`src/rtl/matvec_mul_stream.sv`:
```
// matvec_mul_stream: pipelined R x C matrix-vector multiply with packet accumulation and valid/ready flow control.
module matvec_mul_stream #(
  parameter int R = 2,
  parameter int C = 5,
  parameter int W_X = 3,
  parameter int W_K = 4,
  parameter int MAX_BEATS = 4,
  localparam int W_Y = W_X + W_K + $clog2(C) + $clog2(MAX_BEATS)
) (
  input  logic                 clk,
  input  logic                 rst,
  input  logic                 s_valid,
  output logic                 s_ready,
  input  logic                 s_last,
  input  logic                 sgn,
  input  logic [R*C*W_K-1:0]   k,
  input  logic [C*W_X-1:0]     x,
  output logic                 m_valid,
  input  logic                 m_ready,
  output logic [R*W_Y-1:0]     y,
  output logic                 ovf
);
  function automatic int cnt_at(input int i);
    int n;
    n = C;
    for (int j = 0; j < i; j++) n = (n + 1) / 2;
    return n;
  endfunction
  function automatic int off_at(input int i);
    int o;
    o = 0;
    for (int j = 0; j < i; j++) o += cnt_at(j) * W_Y;
    return o;
  endfunction
  // Operands gain one bit so unsigned and two's complement share one signed multiplier.
  function automatic logic [W_Y-1:0] prod(input logic [W_X-1:0] a, input logic [W_K-1:0] b, input logic s);
    logic signed [W_X:0] ae;
    logic signed [W_K:0] be;
    logic signed [W_X+W_K+1:0] p;
    ae = {s & a[W_X-1], a};
    be = {s & b[W_K-1], b};
    p = ae * be;
    return W_Y'(p);
  endfunction
  localparam int L = $clog2(C);
  localparam int CW = $clog2(MAX_BEATS + 2);
  localparam logic [CW-1:0] MB = CW'(MAX_BEATS);
  localparam int TOT = off_at(L + 1);
  localparam int OFF_L = off_at(L);
  logic adv;
  logic in_v_q, in_l_q, in_s_q;
  logic [R*C*W_K-1:0] k_q;
  logic [C*W_X-1:0] x_q;
  // Every tree level of a row lives in one packed vector; level i starts at off_at(i).
  logic [TOT-1:0] t_q [R];
  logic [TOT-1:0] t_d [R];
  logic [L:0] v_q, v_d, l_q, l_d;
  logic [R*W_Y-1:0] acc_q, acc_d;
  logic [CW-1:0] cnt_q, cnt_d;
  logic first_q, first_d, mv_q, mv_d, ovf_q, ovf_d;
  assign adv = !mv_q || m_ready;
  assign s_ready = adv;
  assign m_valid = mv_q;
  assign y = acc_q;
  assign ovf = ovf_q;
  always_comb begin
    for (int r = 0; r < R; r++) begin
      t_d[r] = '0;
      for (int c = 0; c < C; c++)
        t_d[r][c*W_Y +: W_Y] = prod(x_q[c*W_X +: W_X], k_q[(r*C+c)*W_K +: W_K], in_s_q);
      for (int i = 1; i <= L; i++)
        for (int j = 0; j < cnt_at(i); j++)
          if (2*j + 1 < cnt_at(i-1))
            t_d[r][off_at(i) + j*W_Y +: W_Y] = t_q[r][off_at(i-1) + 2*j*W_Y +: W_Y] + t_q[r][off_at(i-1) + (2*j+1)*W_Y +: W_Y];
          else
            t_d[r][off_at(i) + j*W_Y +: W_Y] = t_q[r][off_at(i-1) + 2*j*W_Y +: W_Y];
    end
  end
  always_comb begin
    v_d[0] = in_v_q;
    l_d[0] = in_l_q;
    for (int i = 1; i <= L; i++) begin
      v_d[i] = v_q[i-1];
      l_d[i] = l_q[i-1];
    end
  end
  always_comb begin
    acc_d = acc_q;
    cnt_d = cnt_q;
    first_d = first_q;
    mv_d = mv_q;
    ovf_d = ovf_q;
    if (adv) begin
      mv_d = 1'b0;
      if (v_q[L]) begin
        for (int r = 0; r < R; r++)
          acc_d[r*W_Y +: W_Y] = first_q ? t_q[r][OFF_L +: W_Y] : acc_q[r*W_Y +: W_Y] + t_q[r][OFF_L +: W_Y];
        cnt_d = first_q ? CW'(1) : (cnt_q > MB ? cnt_q : cnt_q + 1'b1);
        ovf_d = cnt_d > MB;
        first_d = l_q[L];
        mv_d = l_q[L];
      end
    end
  end
  always_ff @(posedge clk) begin
    if (rst) begin
      in_v_q <= 1'b0;
      in_l_q <= 1'b0;
      in_s_q <= 1'b0;
      k_q <= '0;
      x_q <= '0;
      for (int r = 0; r < R; r++) t_q[r] <= '0;
      v_q <= '0;
      l_q <= '0;
      acc_q <= '0;
      cnt_q <= '0;
      first_q <= 1'b1;
      mv_q <= 1'b0;
      ovf_q <= 1'b0;
    end else begin
      if (adv) begin
        in_v_q <= s_valid;
        in_l_q <= s_last;
        in_s_q <= sgn;
        k_q <= k;
        x_q <= x;
        for (int r = 0; r < R; r++) t_q[r] <= t_d[r];
        v_q <= v_d;
        l_q <= l_d;
      end
      acc_q <= acc_d;
      cnt_q <= cnt_d;
      first_q <= first_d;
      mv_q <= mv_d;
      ovf_q <= ovf_d;
    end
  end
endmodule

```
`config.mk`:
```
export PLATFORM = sky130hd
export DESIGN_NAME = matvec_mul_stream
export DESIGN_NICKNAME = d
export VERILOG_FILES = /design/src/rtl/matvec_mul_stream.sv
export SDC_FILE = /design/constraint.sdc
export NUM_CORES = 1
export LEC_CHECK = 0
export ABC_AREA = 1
export BUFFER_PORTS_ARGS = -buffer_cell sky130_fd_sc_hd__buf_2
export CORE_ASPECT_RATIO = 1.25
export CORE_MARGIN = 2
export CORE_UTILIZATION = 25
export DETAILED_ROUTE_END_ITERATION = 8
export GPL_TIMING_DRIVEN = 0
export HOLD_SLACK_MARGIN = 0.02
export PLACE_DENSITY = 0.47
export SYNTH_ARGS = -nofsm -noshare
export SYNTH_HDL_FRONTEND = slang
export SYNTH_SLANG_ARGS = --single-unit
```
`constraint.sdc`:
```
create_clock -name clk -period 4.3 [get_ports clk]
set_input_delay 0.43 -clock clk [delete_from_list [all_inputs] [get_ports clk]]
set_output_delay 0.43 -clock clk [all_outputs]
set_load 0.01 [all_outputs]
```
Word level (Yosys, flattened, before mapping):

Memories as Yosys holds them, arrays and structs flattened.
Cells that the tools add are included.

* register bits after elaboration: 96
* bits in writable memories: 264
* input bits: 61
* output and inout port bits: 27
* logic and storage cells: 68
* memories: 1

Memories
* t_q: depth 2, bits a word 132, rd ports 2, clocked after Yosys merged registers in 0, write ports 2, line 55 `logic [TOT-1:0] t_q [R];`

* $add $sub $neg: 11
* multiply operators: 10
* $lt $le $gt $ge: 2
* multiplexer cells: 12
* bitwise logic cells: 17
* reductions and logical operators: 3

Operator list (count)
* 132-bit 2-to-1 mux: 2
* 12-bit adder: 10
* 4-bit by 5-bit multiplier with 9-bit output: 10
* 12-bit 2-to-1 mux: 2
* 1-bit AND: 15
* 3-bit > comparator, second input constant: 2
* 1-bit 2-to-1 mux: 6
* 3-bit 2-to-1 mux: 2
* 3-bit by 1-bit adder with 3-bit output, second input constant: 1
* 1-bit OR: 2
* 2-bit AND reduction: 1
* 1-bit logical NOT: 1
* 1-bit logical OR: 1

Longest topological paths before layout:

Gate-level depths: netlist (run 1).

* depth in word-level cells: 6
* gate-level depth with buffers: 19
* depth with buffers taken out: 17

Worst setup path before layout (run 1):

Ideal clock, no wire load.

* kind: register to register
* start: reg in_s_q
* end: mem t_q[0][163] in the netlist's numbering (data pin)
* setup time: 146 ps
* arrival: 4022 ps
* data required time: 4154 ps
* setup slack: 132 ps
* stages on the path, launching flop included: 20
* path buffers: 2
* period minus slack after synthesis: 4168 ps
* path through: dfxtp_1 buf_4 buf_2 nand2_1 inv_1 nand2_1 fa_1 inv_1 fa_1 inv_1 fa_1 inv_1 ha_1 fa_1 nand2_1 inv_1 or2_2 a21oi_1 o21ai_0 a21oi_1

RTL lines
* from (decl): line 51 `logic in_v_q, in_l_q, in_s_q;`
* from (signal assigned): line 124 `in_s_q <= sgn;`
* to (decl): line 55

==> results of run 1 <==
[worst register-to-register path, delay by kind of cell (launching register included)]
kind            cells  cell delay, ns
fa+ha+maj           5            2.20
simple gates        4            0.49
buf+inv             6            0.44
compound gates      3            0.42
flops               1            0.36
[Yosys cell counts, types with 5 or more instances]
| cell type | n | area share (%) |
|---|---|---|
| nand2_1 | 496 | 8.2 |
| inv_1 | 466 | 7.7 |
| nor2_1 | 285 | 4.7 |
| ha_1 | 242 | 13 |
| edfxtp_1 | 222 | 29 |
| a21oi_1 | 218 | 4.8 |
| o21ai_0 | 161 | 3.6 |
| fa_1 | 122 | 11 |
| nand3_1 | 97 | 2.1 |
| dfxtp_1 | 96 | 8.5 |
| clkbuf_1 | 36 | 0.60 |
| buf_2 | 27 | 0.60 |
| xor2_1 | 26 | 1.0 |
| xnor2_1 | 24 | 0.93 |
| nand4_1 | 21 | 0.58 |
| a21o_1 | 18 | 0.60 |
| nor3_1 | 15 | 0.33 |
| o21ai_1 | 8 | 0.18 |
| o21a_1 | 7 | 0.23 |
| o22ai_1 | 7 | 0.19 |
| a31oi_1 | 6 | 0.17 |
| buf_4 | 6 | 0.20 |
| or2_2 | 6 | 0.17 |
| nor2_4 | 5 | 0.25 |
| o211ai_1 | 5 | 0.17 |
| o21bai_1 | 5 | 0.17 |
[report_power, final]
group / switching [uW] / leakage, uW / internal, uW
clock: 1470 / 0.000672 / 2080
sequential: 97.0 / 0.00350 / 3390
combinational: 501 / 0.00897 / 285
total: 2070 / 0.0131 / 5760
[cell usage in the layout, fill, tap and decap left out, types with 18 or more instances in the layout]
| cell | synthesis | routed |
|---|---|---|
| o21ai_0 | 161 | 161 |
| ha_1 | 242 | 242 |
| a21oi_1 | 218 | 216 |
| clkbuf_16 | 0 | 43 |
| edfxtp_1 | 222 | 222 |
| fa_1 | 122 | 122 |
| nand3_1 | 97 | 97 |
| a21o_1 | 18 | 18 |
| nor2_1 | 285 | 285 |
| buf_2 | 27 | 112 |
| xor2_1 | 26 | 26 |
| clkbuf_1 | 36 | 32 |
| xnor2_1 | 24 | 24 |
| inv_1 | 466 | 462 |
| dlygate4sd3_1 | 0 | 22 |
| nand2_1 | 496 | 492 |
| dfxtp_1 | 96 | 90 |
| nand4_1 | 21 | 21 |
[cell type report]
class / instances / area (um^2) / area share, %
flip-flops and latches: 318 / 8600 / 32.5
inverters: 471 / 1780 / 6.74
clock inverters: 30 / 318 / 1.20
plain buffers: 62 / 313 / 1.18
clock buffers: 48 / 1080 / 4.10
repair buffers: 122 / 791 / 2.99
multi-input cells: 1788 / 12100 / 45.6
diodes: 2 / 5.00 / 0.0189
well taps: 1187 / 1490 / 5.62
[kinds of logic after synthesis]
logic type,count (synthesis)
adder cells (fa/ha/maj),364
AO/OA/AOI/OAI,442
XOR/XNOR,50
AND/OR/NAND/NOR,932
buffers and inverters,541
flip-flops,318
[registers in the layout (all words and copies together) (netlist names)]
register	count
in_v_q	1
k_q	40
y	24
first_q	1
in_l_q	1
l_q	4
t_q	222
cnt_q	3
m_valid	1
v_q	4
x_q	15
ovf	1
in_s_q	1
[how the worst min path moves through the flow]
| stage | endpoint | cells past startpoint |
|---|---|---|
| after CTS | k_q[2] | 3 |
| after detailed placement | l_q[0] | 2 |
| after global placement | ovf | 2 |
| after floorplan | l_q[0] | 2 |
| final | x_q[8] | 3 |
| after global routing | x_q[8] | 3 |
[routing by layer]
layer,wire [um],vias up,global-route usage (%)
met4,1510,0,3.88
met1,28200,7900,17.3
met2,28800,253,22.6
met3,2030,74,1.40
met5,0,-,0
li1,-,8912,-
[stage by stage]
| step | hold slack (ns) | total power, uW |
|---|---|---|
| 6_report | 0.0505 | 7830 |
| 5_1_grt | 0.0424 | 8180 |
| 2_1_floorplan | 0.444 | 4030 |
| 3_3_place_gp | 0.449 | 4320 |
| 4_1_cts | 0.0209 | 7950 |
| 3_5_place_dp | 0.460 | 4320 |
[repair_timing]
action,in CTS,in global routing
setup buffers,0,11
endpoints found under the setup margin,44,7
hold buffers,22,0
hold endpoints to repair,22,0
cloned,0,1
gates resized for setup,20,12
==> flow_summary.toml, run 1 <==
[finish]
drive_gt1_share_pct = 8.21
instances_no_fill = 4028
nFillCells = 9633
fin_util_pct = 29.4
area_delta_synth_final_pct = 16.5
nNetsFinal = 3230
fin_area_um2 = 26400

[placed_design]
dp.cells = 3922
dp_hpwl_um = 47300
preCtsSetupSlack_ns = -1.09
placed_area_um2 = 24600
place.gp.congestion = 0.830
io_buffers = 87

[worst_setup_path]
cp.arrival_ns = 4.49
slowest_delay_ns = 0.53
start_kind = "flip-flop"
crit_path_end_kind = "flip-flop"
critPathKind = "reg -> reg"
worstRegToRegCells = 18
cp_top_family = "adder cells"
r2r_slack_ns = 0.23
cp_slowest_cell = "fa_1"
cp_num_cells = 18
endpoint = "t_q[0][163]"
r2r-start = "in_s_q"
startpoint = "in_s_q"
path_buf_inv = 6
crit_chain = "buf_12, nand2_8, inv_4, nand2_1, fa_1, inv_1, fa_1, inv_1, fa_1, inv_1, ha_1, fa_1, nand2_1, inv_1, or2_2, a21oi_2, o21ai_0, a21oi_1"
required_ns = 4.72
cp_max_fo = 8
r2r-end = "t_q[0][163]"

[grt]
track_usage_pct = 13.1
grt_max_degree = 127
gr-total-overflow = 0
grt_pass1_vias = 16900
antenna_found_initial = 2
grt_pass1_wl_um = 94900

[detailed_routing]
drt_iter0_markers = 963
postRouteWirelength_um = 60500
num_vias = 17100
drt_first_pass_iters = 5
via_per_inst = 4.25
detail-route-antenna-nets = 0
drc = 0
routedWlPerCell_um = 15.0

[logic_synthesis]
synth_flop_cell = "edfxtp_1"
synth_edf_count = 222
synth_nets = 3072
synthCells = 2647
ys_types = 35
synth-seq-area-share_pct = 37.9
syn_avg_cell_area_um2 = 8.57
synth-seq-cells = 318
synth_top_family_by_area = "adder cells"
ys.warnings.count = 0
synth_compound_area_share_pct = 10.3
synth-async-reset-ratio_pct = 0
yosys.area_share.simple_pct = 16.6
syn_area_um2 = 22700
synthXorXnorAreaFrac_pct = 1.93
synth_fa_ha_area_share_pct = 24.1
synth_mux_area_share_pct = 0

[power]
powerDensity_nw_per_um2 = 296
ir_drop_mv = 0.256
power_leakage_uw = 0.0131

[floorplanning]
rows = 123
core_um2 = 90000
die_w_um = 273
die_area_um2 = 93200
die_h_um = 341
io_pins = 88
initial_core_util_pct = 25.2

[sta]
slew_viol_final = 0
hold_viol_final = 0
fin_crit_ns = 4.07
skew_ns = 0.0253
slew_headroom_pct = 17.8
min_period_over_period_pct = 94.7
worst_slack_ns = 0.227
fin_tns_setup_ns = 0
rsz0062_at_grt = "yes"
finalSetupViolCount = 0
fmax_ghz = 0.246
worstMarginPinSlew_ns = 1.23

[clock_network]
worstSkewPairLatency_ns = 0.59
cts.clk_slew.worst_paths_ns = 0.05
clk_path_buf_depth = 3
clock_sinks = 318
cts_tree = "built"
cts_max_level = 2
root_buffer = "clkbuf_16"
cts_made_buffers = 42

[flow_run]
max_cap_violations = 0

[min_path]
min_from = "x[8]"
hold_class = "in -> reg"

[status]
status = "finished, final reports clean"
(Power assumes the default switching activity.)
==> inputs of run 2 (changes only) <==
- MAX_ROUTING_LAYER: not set -> met4
- PLACE_DENSITY: 0.47 -> 0.46
- clock period: 4.3 -> 5.1 ns (I/O delays scaled with it)
==> run 2 against run 1 <==
  * Count of clock-buffer cells in the layout up 10
  * Global-route usage up 0.37 points
  * Combinational power down 18%
  * Die area unchanged
  * Design area down 1.6%
  * Routed wire length down 0.48%
  * Largest cell class unchanged
  * Largest power group unchanged
  * Highest routed layer unchanged
==> flow_summary.toml, run 2 (same netlist as run 1, synthesis figures left out) <==
[power]
power_leakage_uw = 0.0130
powerDensity_nw_per_um2 = 250
ir_drop_mv = 0.203

[worst_setup_path]
cp.arrival_ns = 5.07
cp_slowest_cell = "fa_1"
slowest_delay_ns = 0.50
required_ns = 5.41
cp_top_family = "adder cells"
path_buf_inv = 4
r2r_slack_ns = 0.35
cp_max_fo = 10
crit_path_end_kind = "flip-flop"
critPathKind = "reg -> reg"
crit_chain = "clkbuf_1, nand2_1, inv_1, nand2_1, fa_1, fa_1, inv_1, fa_1, ha_1, inv_1, fa_1, nor2_1, nor2_1, nor2_1, nor2_1, o21ai_0, a21oi_1"
start_kind = "flip-flop"

[sta]
worst_slack_ns = 0.346
rsz0062_at_grt = "no"
fmax_ghz = 0.210
fin_crit_ns = 4.75
fin_tns_setup_ns = 0
skew_ns = 0.0190
worstMarginPinSlew_ns = 1.35
hold_viol_final = 0
finalSetupViolCount = 0
slew_viol_final = 0
slew_headroom_pct = 10.2
min_period_over_period_pct = 93.2

[placed_design]
preCtsSetupSlack_ns = -0.407
place.gp.congestion = 0.828
io_buffers = 87
dp_hpwl_um = 47200

[floorplanning]
rows = 123
core_um2 = 90000
initial_core_util_pct = 25.2
io_pins = 88
die_area_um2 = 93200
die_h_um = 341
die_w_um = 273

[grt]
grt_max_degree = 83
grt_pass1_vias = 16900
antenna_found_initial = 2
grt_pass1_wl_um = 94400
gr-total-overflow = 0
track_usage_pct = 13.5

[clock_network]
cts_tree = "built"
clk_path_buf_depth = 3
root_buffer = "clkbuf_16"
cts_made_buffers = 40
worstSkewPairLatency_ns = 0.57
cts.clk_slew.worst_paths_ns = 0.06
clock_sinks = 318
cts_max_level = 2

[detailed_routing]
drt_first_pass_iters = 5
drc = 0
routedWlPerCell_um = 15.1
via_per_inst = 4.25
num_vias = 17000
detail-route-antenna-nets = 0
drt_iter0_markers = 982
postRouteWirelength_um = 60200

[finish]
largest_register_ffs = 222
top_register = "t_q"
drive_gt1_share_pct = 7.09
final_common_cell = "nand2_1"
layout_common_cells = "nand2_1 (495), inv_1 (466), nor2_1 (285)"
area_delta_synth_final_pct = 14.7
nNetsFinal = 3200

[flow_run]
max_cap_violations = 0

[status]
status = "finished, final reports clean"

[min_path]
hold_class = "in -> reg"
-- run 2: changes by cell type in the layout (fill, tap and decap cells not counted), sizes merged --
cell         delta
dlygate4sd3    -22
clkbuf         +14
buf            -10
clkinv          -9
clkinvlp        -7
inv             +2
-- run 2: metal layers --
layer / GRT usage, % / part of all wire (%)
met4: 3.92 / 2.3
met5: - / 0
met2: 22.3 / 47
met1: 17.4 / 48
met3: 1.42 / 3.1
-- run 2: power by group --
part           switching, uW  total [uW]  internal (uW)
combinational            424         646            223
clock                   1160        2940           1780
sequential              70.4        2930           2860
total                   1650        6510           4860
-- run 2: area by class of cell --
type / instances / area (um^2)
Inverter: 471 / 1770
Clock inverter: 16 / 190
Tap cell: 1187 / 1490
Multi-Input combinational cell: 1788 / 12000
Sequential cell: 318 / 8590
Antenna cell: 2 / 5.00
Timing Repair Buffer: 89 / 490
Clock buffer: 58 / 1150
Fill cell: 9668 / 64000
Buffer: 67 / 317
-- run 2: worst reg2reg max path: stages (launching register included) --
cell and delay, ns:
dfxtp_1 0.30, clkbuf_1 0.46, nand2_1 0.48, inv_1 0.38
nand2_1 0.12, fa_1 0.46, fa_1 0.49, inv_1 0.05
fa_1 0.50, ha_1 0.19, inv_1 0.07, fa_1 0.44
nor2_1 0.17, nor2_1 0.06, nor2_1 0.08, nor2_1 0.05
o21ai_0 0.13, a21oi_1 0.05
-- run 2: worst paths after layout --
| kind | startpoint | end | cells after the start |
|---|---|---|---|
| setup / recovery | x_q[14] | t_q[0][187] | 17 |
| hold / removal | x[11] | x_q[11] | 3 |
| setup reg to reg | x_q[14] | t_q[0][187] | 17 |
| hold reg to reg | ovf | ovf | 2 |
-- run 2: metrics by stage --
stage / std cells / hold WS [ns] / utilization [%] / total power [uW] / instance area, um^2
4_1_cts: 3996 / 0.0943 / 28.9 / 6610 / 26000
3_3_place_gp: 3921 / 0.449 / 27.3 / 3640 / 24600
2_1_floorplan: 2647 / 0.444 / - / 3400 / 22700
6_report: 3996 / 0.130 / 28.9 / 6510 / 26000
3_5_place_dp: 3923 / 0.457 / 27.4 / 3640 / 24700
5_1_grt: 3995 / 0.116 / 28.9 / 6800 / 26000
-- run 2: repair_timing --
action                                  4_1_cts  5_1_grt
setup buffers                                 0        0
hold buffers                                  0        0
resized for setup                             1        0
endpoints found under the setup margin        8        2
gates cloned                                  0        0
